`src/rtl/mul_div_unit.sv`:
```
// Iterative MIPS-style HI/LO multiply/divide unit: one shift-add or restoring step per cycle.
// Divider datapath is present only when MUL_DIV_UNIT_DIV_EN is defined.
module mul_div_unit #(
  parameter int unsigned WIDTH = 32
) (
  input  logic             clk,
  input  logic             rst,
  input  logic             start,
  input  logic [1:0]       op,
  input  logic [WIDTH-1:0] a,
  input  logic [WIDTH-1:0] b,
  input  logic             wr_hi,
  input  logic             wr_lo,
  input  logic [WIDTH-1:0] wdata,
  output logic             busy,
  output logic             done,
  output logic             dz,
  output logic [WIDTH-1:0] hi,
  output logic [WIDTH-1:0] lo
);

  localparam int unsigned CntW = $clog2(WIDTH);
  localparam int unsigned PW   = 2 * WIDTH;

  typedef enum logic [1:0] {StIdle, StCalc, StFix} state_e;

  state_e state_q, state_d;

  logic [CntW-1:0]  cnt_q, cnt_d;
  logic [WIDTH-1:0] acc_hi_q, acc_hi_d;
  logic [WIDTH-1:0] acc_lo_q, acc_lo_d;
  logic [WIDTH-1:0] opnd_q, opnd_d;
  logic             neg_a_q, neg_a_d;
  logic             neg_b_q, neg_b_d;
  logic [WIDTH-1:0] hi_q, hi_d;
  logic [WIDTH-1:0] lo_q, lo_d;
  logic             done_q, done_d;
  logic             dz_q, dz_d;

  logic             op_ok;
  logic             accept;
  logic             a_neg;
  logic             b_neg;
  logic [WIDTH:0]   sum;
  logic [PW-1:0]    prod;

`ifdef MUL_DIV_UNIT_DIV_EN
  logic             is_div_q, is_div_d;
  logic [WIDTH:0]   shifted;
  logic [WIDTH:0]   diff;
  logic             ge;
  logic [WIDTH-1:0] quo;
  logic [WIDTH-1:0] rem;
  assign op_ok = 1'b1;
`else
  // Division requests are silently dropped when the divider is not built.
  assign op_ok = ~op[1];
`endif

  assign accept = (state_q == StIdle) && start && op_ok;
  assign a_neg  = ~op[0] & a[WIDTH-1];
  assign b_neg  = ~op[0] & b[WIDTH-1];

  function automatic logic [WIDTH-1:0] mag(input logic [WIDTH-1:0] v, input logic neg);
    return neg ? (~v + WIDTH'(1)) : v;
  endfunction

  // State register
  always_ff @(posedge clk or posedge rst) begin
    if (rst) begin
      state_q <= StIdle;
    end else begin
      state_q <= state_d;
    end
  end

  // Next-state logic
  always_comb begin
    state_d = state_q;
    unique case (state_q)
      StIdle:  if (accept) state_d = StCalc;
      StCalc:  if (cnt_q == CntW'(WIDTH - 1)) state_d = StFix;
      StFix:   state_d = StIdle;
      default: state_d = StIdle;
    endcase
  end

  // Output logic
  always_comb begin
    busy = (state_q != StIdle);
  end

  // Datapath next-state
  always_comb begin
    cnt_d    = cnt_q;
    acc_hi_d = acc_hi_q;
    acc_lo_d = acc_lo_q;
    opnd_d   = opnd_q;
    neg_a_d  = neg_a_q;
    neg_b_d  = neg_b_q;
    hi_d     = hi_q;
    lo_d     = lo_q;
    done_d   = 1'b0;
    dz_d     = 1'b0;
    sum      = '0;
    prod     = '0;
`ifdef MUL_DIV_UNIT_DIV_EN
    is_div_d = is_div_q;
    shifted  = '0;
    diff     = '0;
    ge       = 1'b0;
    quo      = '0;
    rem      = '0;
`endif

    unique case (state_q)
      StIdle: begin
        if (start) begin
          if (accept) begin
            cnt_d    = '0;
            acc_hi_d = '0;
            neg_a_d  = a_neg;
            neg_b_d  = b_neg;
`ifdef MUL_DIV_UNIT_DIV_EN
            is_div_d = op[1];
            if (op[1]) begin
              acc_lo_d = mag(a, a_neg);
              opnd_d   = mag(b, b_neg);
            end else begin
              acc_lo_d = mag(b, b_neg);
              opnd_d   = mag(a, a_neg);
            end
`else
            acc_lo_d = mag(b, b_neg);
            opnd_d   = mag(a, a_neg);
`endif
          end
        end else begin
          if (wr_hi) hi_d = wdata;
          if (wr_lo) lo_d = wdata;
        end
      end

      StCalc: begin
        cnt_d = cnt_q + CntW'(1);
`ifdef MUL_DIV_UNIT_DIV_EN
        if (is_div_q) begin
          shifted  = {acc_hi_q, acc_lo_q[WIDTH-1]};
          diff     = shifted - {1'b0, opnd_q};
          ge       = (shifted >= {1'b0, opnd_q});
          acc_hi_d = ge ? diff[WIDTH-1:0] : shifted[WIDTH-1:0];
          acc_lo_d = {acc_lo_q[WIDTH-2:0], ge};
        end else begin
          sum = {1'b0, acc_hi_q} + (acc_lo_q[0] ? {1'b0, opnd_q} : '0);
          {acc_hi_d, acc_lo_d} = {sum, acc_lo_q[WIDTH-1:1]};
        end
`else
        sum = {1'b0, acc_hi_q} + (acc_lo_q[0] ? {1'b0, opnd_q} : '0);
        {acc_hi_d, acc_lo_d} = {sum, acc_lo_q[WIDTH-1:1]};
`endif
      end

      StFix: begin
        done_d = 1'b1;
`ifdef MUL_DIV_UNIT_DIV_EN
        if (is_div_q) begin
          quo = (neg_a_q ^ neg_b_q) ? (~acc_lo_q + WIDTH'(1)) : acc_lo_q;
          rem = neg_a_q ? (~acc_hi_q + WIDTH'(1)) : acc_hi_q;
          // With a zero divisor the remainder path already reconstructs a.
          lo_d = (opnd_q == '0) ? '1 : quo;
          hi_d = rem;
          dz_d = (opnd_q == '0);
        end else begin
          prod = {acc_hi_q, acc_lo_q};
          if (neg_a_q ^ neg_b_q) prod = ~prod + PW'(1);
          {hi_d, lo_d} = prod;
        end
`else
        prod = {acc_hi_q, acc_lo_q};
        if (neg_a_q ^ neg_b_q) prod = ~prod + PW'(1);
        {hi_d, lo_d} = prod;
`endif
      end

      default: ;
    endcase
  end

  always_ff @(posedge clk or posedge rst) begin
    if (rst) begin
      cnt_q    <= '0;
      acc_hi_q <= '0;
      acc_lo_q <= '0;
      opnd_q   <= '0;
      neg_a_q  <= 1'b0;
      neg_b_q  <= 1'b0;
      hi_q     <= '0;
      lo_q     <= '0;
      done_q   <= 1'b0;
      dz_q     <= 1'b0;
`ifdef MUL_DIV_UNIT_DIV_EN
      is_div_q <= 1'b0;
`endif
    end else begin
      cnt_q    <= cnt_d;
      acc_hi_q <= acc_hi_d;
      acc_lo_q <= acc_lo_d;
      opnd_q   <= opnd_d;
      neg_a_q  <= neg_a_d;
      neg_b_q  <= neg_b_d;
      hi_q     <= hi_d;
      lo_q     <= lo_d;
      done_q   <= done_d;
      dz_q     <= dz_d;
`ifdef MUL_DIV_UNIT_DIV_EN
      is_div_q <= is_div_d;
`endif
    end
  end

  assign done = done_q;
  assign dz   = dz_q;
  assign hi   = hi_q;
  assign lo   = lo_q;

endmodule

```
`config.mk`:
```
export PLATFORM = sky130hd
export DESIGN_NAME = mul_div_unit
export DESIGN_NICKNAME = d
export VERILOG_FILES = /design/src/rtl/mul_div_unit.sv
export SDC_FILE = /design/constraint.sdc
export NUM_CORES = 1
export LEC_CHECK = 0
export ABC_AREA = 0
export BUFFER_PORTS_ARGS = -buffer_cell sky130_fd_sc_hd__buf_4
export CAP_MARGIN = 20
export CORE_UTILIZATION = 63
export DETAILED_ROUTE_END_ITERATION = 6
export PLACE_DENSITY = 0.87
export SYNTH_ARGS = -nofsm -noshare
export SYNTH_HDL_FRONTEND = slang
export SYNTH_SLANG_ARGS = --single-unit
```
`constraint.sdc`:
```
create_clock -name clk -period 17.1 [get_ports clk]
set_clock_uncertainty 0.15 [all_clocks]
set_input_delay 2.565 -clock clk [delete_from_list [all_inputs] [get_ports clk]]
set_output_delay 2.565 -clock clk [all_outputs]
set_load 0.03 [all_outputs]
```
## After elaboration in Yosys (flattened, before gate mapping)

Cells that the tools add are included.
Widths: inputs -> output; s select.

| storage, ports and cells | value |
|---|---|
| bits in registers | 170 |
| input bits | 103 |
| output and inout port bits | 67 |
| logic and storage cells | 66 |

| operators by class | value |
|---|---|
| add/sub/neg operators | 5 |
| eq/ne operators | 9 |
| muxes and demuxes | 23 |
| bitwise operators | 8 |
| reduce and logical (&&, ||, !) cells | 11 |

Operators with widths:

| operator | number |
|---|---|
| $mux 32 | 11 |
| $pmux 32 s2 | 4 |
| $add 32x1->32 const B | 2 |
| $add 64x1->64 const B | 1 |
| $mux 64 | 1 |
| $not 32->32 | 2 |
| $not 64->64 | 1 |
| $add 32x32->33 | 1 |
| $ne 2x2->1 const B | 6 |
| $reduce_and 3->1 | 4 |
| $mux 5 | 2 |
| $pmux 5 s2 | 1 |
| $reduce_bool 2->1 | 3 |
| $add 5x1->5 const B | 1 |
| $eq 5x5->1 const B | 1 |
| $mux 2 | 2 |
| $pmux 2 s2 | 1 |
| $and 1x1->1 | 2 |
| $eq 2x1->1 const B | 1 |
| $eq 2x2->1 const B | 1 |
| $logic_and 1x1->1 | 2 |
| $logic_not 2->1 | 1 |
| $not 1->1 | 2 |
| $reduce_and 2->1 | 1 |
| 2 further kinds | 2 |

## Depth between registers and ports, before layout

| logic depth | value |
|---|---|
| word-level depth | 6 |
| gate-level depth with buffers | 12 |
| depth with buffers taken out | 12 |

## Worst setup path before layout

OpenSTA, ideal clock, no wires.

| timing | value |
|---|---|
| path kind | input to register |
| start | input b[10] |
| end | register acc_lo_q[23] |
| library setup time | 0.129 ns |
| arrival time | 4.556 ns |
| required time | 16.821 ns |
| slack | 12.265 ns |
| stages on the path | 6 |
| path buffers | 0 |
| cells stage by stage | or4_1 or4_4 or3_1 o41ai_1 xor2_1 o21ai_1 |

| on the way | value |
|---|---|
| longest elaborated chain between the ends | 6 |

RTL lines:

| what | line | RTL |
|---|---|---|
| start: declaration | 11 | `input logic [WIDTH-1:0] b,` |
| $not 32->32 | 65 | `return neg ? (~v + WIDTH'(1)) : v;` |
| $add 32x1->32 | 65 |  |
| $mux 32 | 65 |  |
| $mux 32 | 119 | `if (accept) begin` |
| $mux 32 | 118 | `if (start) begin` |
| $pmux 32 s2 | 116 | `unique case (state_q)` |
| end signal: assignment | 207 | `acc_lo_q <= acc_lo_d;` |
| end: declaration | 31 | `logic [WIDTH-1:0] acc_lo_q, acc_lo_d;` |

No other way between the ends. The select of a mux whose other input is x is not followed.
A chain may end at the register's enable or synchronous reset.

## Worst setup path in the final report

| timing | value |
|---|---|
| start | input a[12] |
| end | register opnd_q[29] |

| on the way | value |
|---|---|
| longest elaborated chain between the ends | 3 |

RTL lines:

| what | line | RTL |
|---|---|---|
| start: declaration | 10 | `input logic [WIDTH-1:0] a,` |
| $not 32->32 | 65 |  |
| $add 32x1->32 | 65 |  |
| $mux 32 | 65 |  |
| end signal: assignment | 208 | `opnd_q <= opnd_d;` |
| end: declaration | 32 | `logic [WIDTH-1:0] opnd_q, opnd_d;` |

No other way between the ends.

==> flow_summary.json <==
{
  "cp.arrival_ns": 4.99,
  "clock_path_buffers": 2,
  "worstHoldPathCells": 2,
  "avgSynthCellArea_um2": 8.429,
  "grt_overflow": 0,
  "ys.flop_type": "dfrtp_1",
  "finalHoldViolations": 0,
  "synth_area_um2": 11670,
  "gp_congestion": 0.9271,
  "clock-sinks": 170,
  "grt_start_max_net_pins": 95,
  "clk_pin_slew_ns": 0.07,
  "yosysWarningCount": 0,
  "multi_input_area_um2": 6989,
  "hold_class": "register to register",
  "ios": 170,
  "dr.first_iter.drc_count": 1468,
  "rsz0062_at_grt": "false",
  "wire_per_inst_um": 19.59,
  "p_comb_frac": 0.536,
  "switching_share": 0.4855,
  "worst_hold_slack_ns": 0.3262,
  "vias": 11330,
  "synth_most_common_cell": "dfrtp_1",
  "syn_to_final_growth_pct": 16.02,
  "setup-violations-final": 0,
  "cts-root-buf": "clkbuf_16",
  "dr_wl_met2_um": 15140,
  "syn_nets": 1526,
  "io_buffer_count": 168,
  "routed.top_layer": "met5",
  "antenna_found_initial": 1,
  "timing.rr.start": "acc_lo_q[0]",
  "violations": "design-rule violations",
  "worst-setup-path-type": "input pin to register",
  "cts_tree": "done",
  "ys_seq_area_frac": 0.3644,
  "ant_nets": 0,
  "final_nets": 1641,
  "fillerInstances": 1319,
  "utilization": 0.7489,
  "grt_pass1_vias": 10230,
  "max_freq_mhz": 206.1,
  "wl_met1_um": 14760,
  "switching_power_mw": 1.300,
  "p_int_mw": 1.377,
  "drt-total-wl_um": 34130,
  "synth_cell_types": 75,
  "grt_pass1_wl_um": 54960,
  "power_frac_seq": 0.321,
  "start_kind": "input pin",
  "yosys-top-cells-area": "dfrtp_1 (36%), o21ai_0 (6.9%), xnor2_1 (5.3%)",
  "ys_seq_elements": 170,
  "n_antenna_cell": 0,
  "period_minus_slack_ns": 4.853,
  "worst_slew_pin_slew_ns": 1.025,
  "viasPerCell": 6.502,
  "reg2reg_to": "acc_hi_q[16]",
  "worstHoldStart": "opnd_q[20]",
  "cts_max_level": 4,
  "async_reset_ff_frac": 1.000,
  "reg2reg_slack_ns": 13.50,
  "seqCellArea_um2": 4254,
  "insertion_delay_ns": 0.44,
  "drive_gt1_frac": 0.1646,
  "period_share": 0.2838,
  "cts_resized": 0,
  "rows": 49,
  "vdd_ir_drop_max_uv": 99.98,
  "dieArea_um2": 19080,
  "power_frac_clock": 0.143,
  "synth-edff-count": 0,
  "p_leak_nw": 5.695,
  "die_w_um": 138.1,
  "core_um2": 18090,
  "first_pass_iters": 7,
  "hold_end": "opnd_q[20]",
  "netlist_top_cells_count": "dfrtp_1 (170), o21ai_0 (162), nand2_1 (154), a21oi_1 (99), nor2_1 (92)",
  "maxCapViolCount": 0,
  "yosys.area.top_type": "dfrtp_1",
  "synth_top_area_frac": 0.3644,
  "pwr_density_cell_nw_per_um2": 197.6,
  "cp-end-kind": "register",
  "ctsHoldBuffers": 0,
  "wl_met3_um": 3216,
  "post-cts-setup-buffers": 0,
  "numCtsBuffers": 17,
  "run_status": "complete, but fails checks",
  "cp.required_ns": 17.23,
  "die_h_um": 138.1,
  "setup_tns_ns": 0,
  "drv_slew": 0,
  "dp_hpwl_um": 25400,
  "ff2ff_path_depth": 11,
  "start_util": 0.6455,
  "grt_usage": 0.3634,
  "cp_max_fo": 4,
  "relSlewSlack": 0.3152,
  "drt_drc_violations_left": 40,
  "synthCells": 1385
}
-- sequential cells by signal (all words and copies together), names as in the netlist, 2 cells and up --
register / cells
lo: 32
acc_lo_q: 32
hi: 32
cnt_q: 5
state_q: 2
opnd_q: 32
acc_hi_q: 32
-- power groups by stage --
stage / clock network [mW] / logic (mW) / registers [mW]
finish: 0.382 / 1.44 / 0.859
global route: 0.398 / 1.56 / 0.879
CTS: 0.382 / 1.42 / 0.847
detailed placement: 0 / 1.40 / 0.853
global placement: 0 / 1.37 / 0.841
floorplan: 0 / 0.895 / 0.905
-- kinds of logic (layout without fill, tap and decap cells) --
| logic type | count (synthesis) | in the layout | share of synthesized area |
|---|---|---|---|
| fa+ha+maj | 38 | 38 | 0.04137 |
| compound gates | 415 | 415 | 0.2117 |
| other cells | 1 | 1 | 0.0003212 |
| xor+xnor | 135 | 135 | 0.1013 |
| flops | 170 | 170 | 0.3644 |
| simple gates | 485 | 485 | 0.2104 |
| mux | 36 | 36 | 0.03087 |
| buf+inv | 105 | 233 | 0.03966 |
-- metrics by stage --
step | worst slack [ns] | cells | power, mW | area, um2
global placement | 11.97 | 1709 | 2.214 | 12960
CTS | 12.27 | 1742 | 2.645 | 13540
floorplan | 9.782 | 1385 | 1.800 | 11670
detailed placement | 11.83 | 1710 | 2.257 | 12970
finish | 12.25 | 1742 | 2.677 | 13540
global route | 11.97 | 1742 | 2.840 | 13540
-- layer usage --
layer | vias to the layer above | GRT usage
li1 | 5253 | -
met1 | 5334 | 0.5294
met2 | 666 | 0.5516
met3 | 72 | 0.05715
met4 | 2 | 0.1301
met5 | - | 0
-- worst max-delay path, stage by stage --
cell and delay [ns]:
buf_4 0.12, or4_1 0.58, nor4_1 0.39, nand3b_1 0.23
nor4_1 0.45, nand2_1 0.16, o21ai_0 0.23, xor2_1 0.18
o21ai_0 0.09
-- cell usage in the layout (no fill, tap or decap), drive strengths merged, types with 18 or more instances in the layout --
master | netlist | final
a21o | 18 | 18
buf | 11 | 181
ha | 37 | 37
a21oi | 99 | 99
or4 | 21 | 21
o21ai | 165 | 165
nand3 | 51 | 51
mux2i | 36 | 36
or3 | 20 | 20
nor2 | 93 | 93
nor3 | 28 | 28
inv | 20 | 26
xor2 | 64 | 64
and2 | 35 | 35
a31oi | 19 | 19
nand2 | 154 | 154
nor4 | 20 | 20
clkbuf | 71 | 18
o22ai | 24 | 24
xnor2 | 71 | 71
dfrtp | 170 | 170
-- worst max-delay path by stage --
| stage | slack (ns) | depth (start not counted) | start | end |
|---|---|---|---|---|
| after floorplan | 9.78 | 1 | rst | acc_hi_q[0] |
| after global placement | 11.97 | 9 | a[12] | opnd_q[29] |
| after global routing | 11.97 | 8 | a[4] | opnd_q[29] |
| final | 12.25 | 9 | a[12] | opnd_q[29] |
| after detailed placement | 11.83 | 9 | a[12] | opnd_q[29] |
| after CTS | 12.27 | 9 | a[12] | opnd_q[29] |
-- final cells by class --
| cell class | instances | share of cell area |
|---|---|---|
| inverters | 20 | 0.005912 |
| flip-flops and latches | 170 | 0.3141 |
| repair buffers | 181 | 0.1003 |
| multi-input cells | 1110 | 0.5160 |
| clock inverters | 14 | 0.01007 |
| clock buffers | 18 | 0.03243 |
| well taps | 229 | 0.02115 |
No activity file was read; power rests on OpenSTA's default activity.
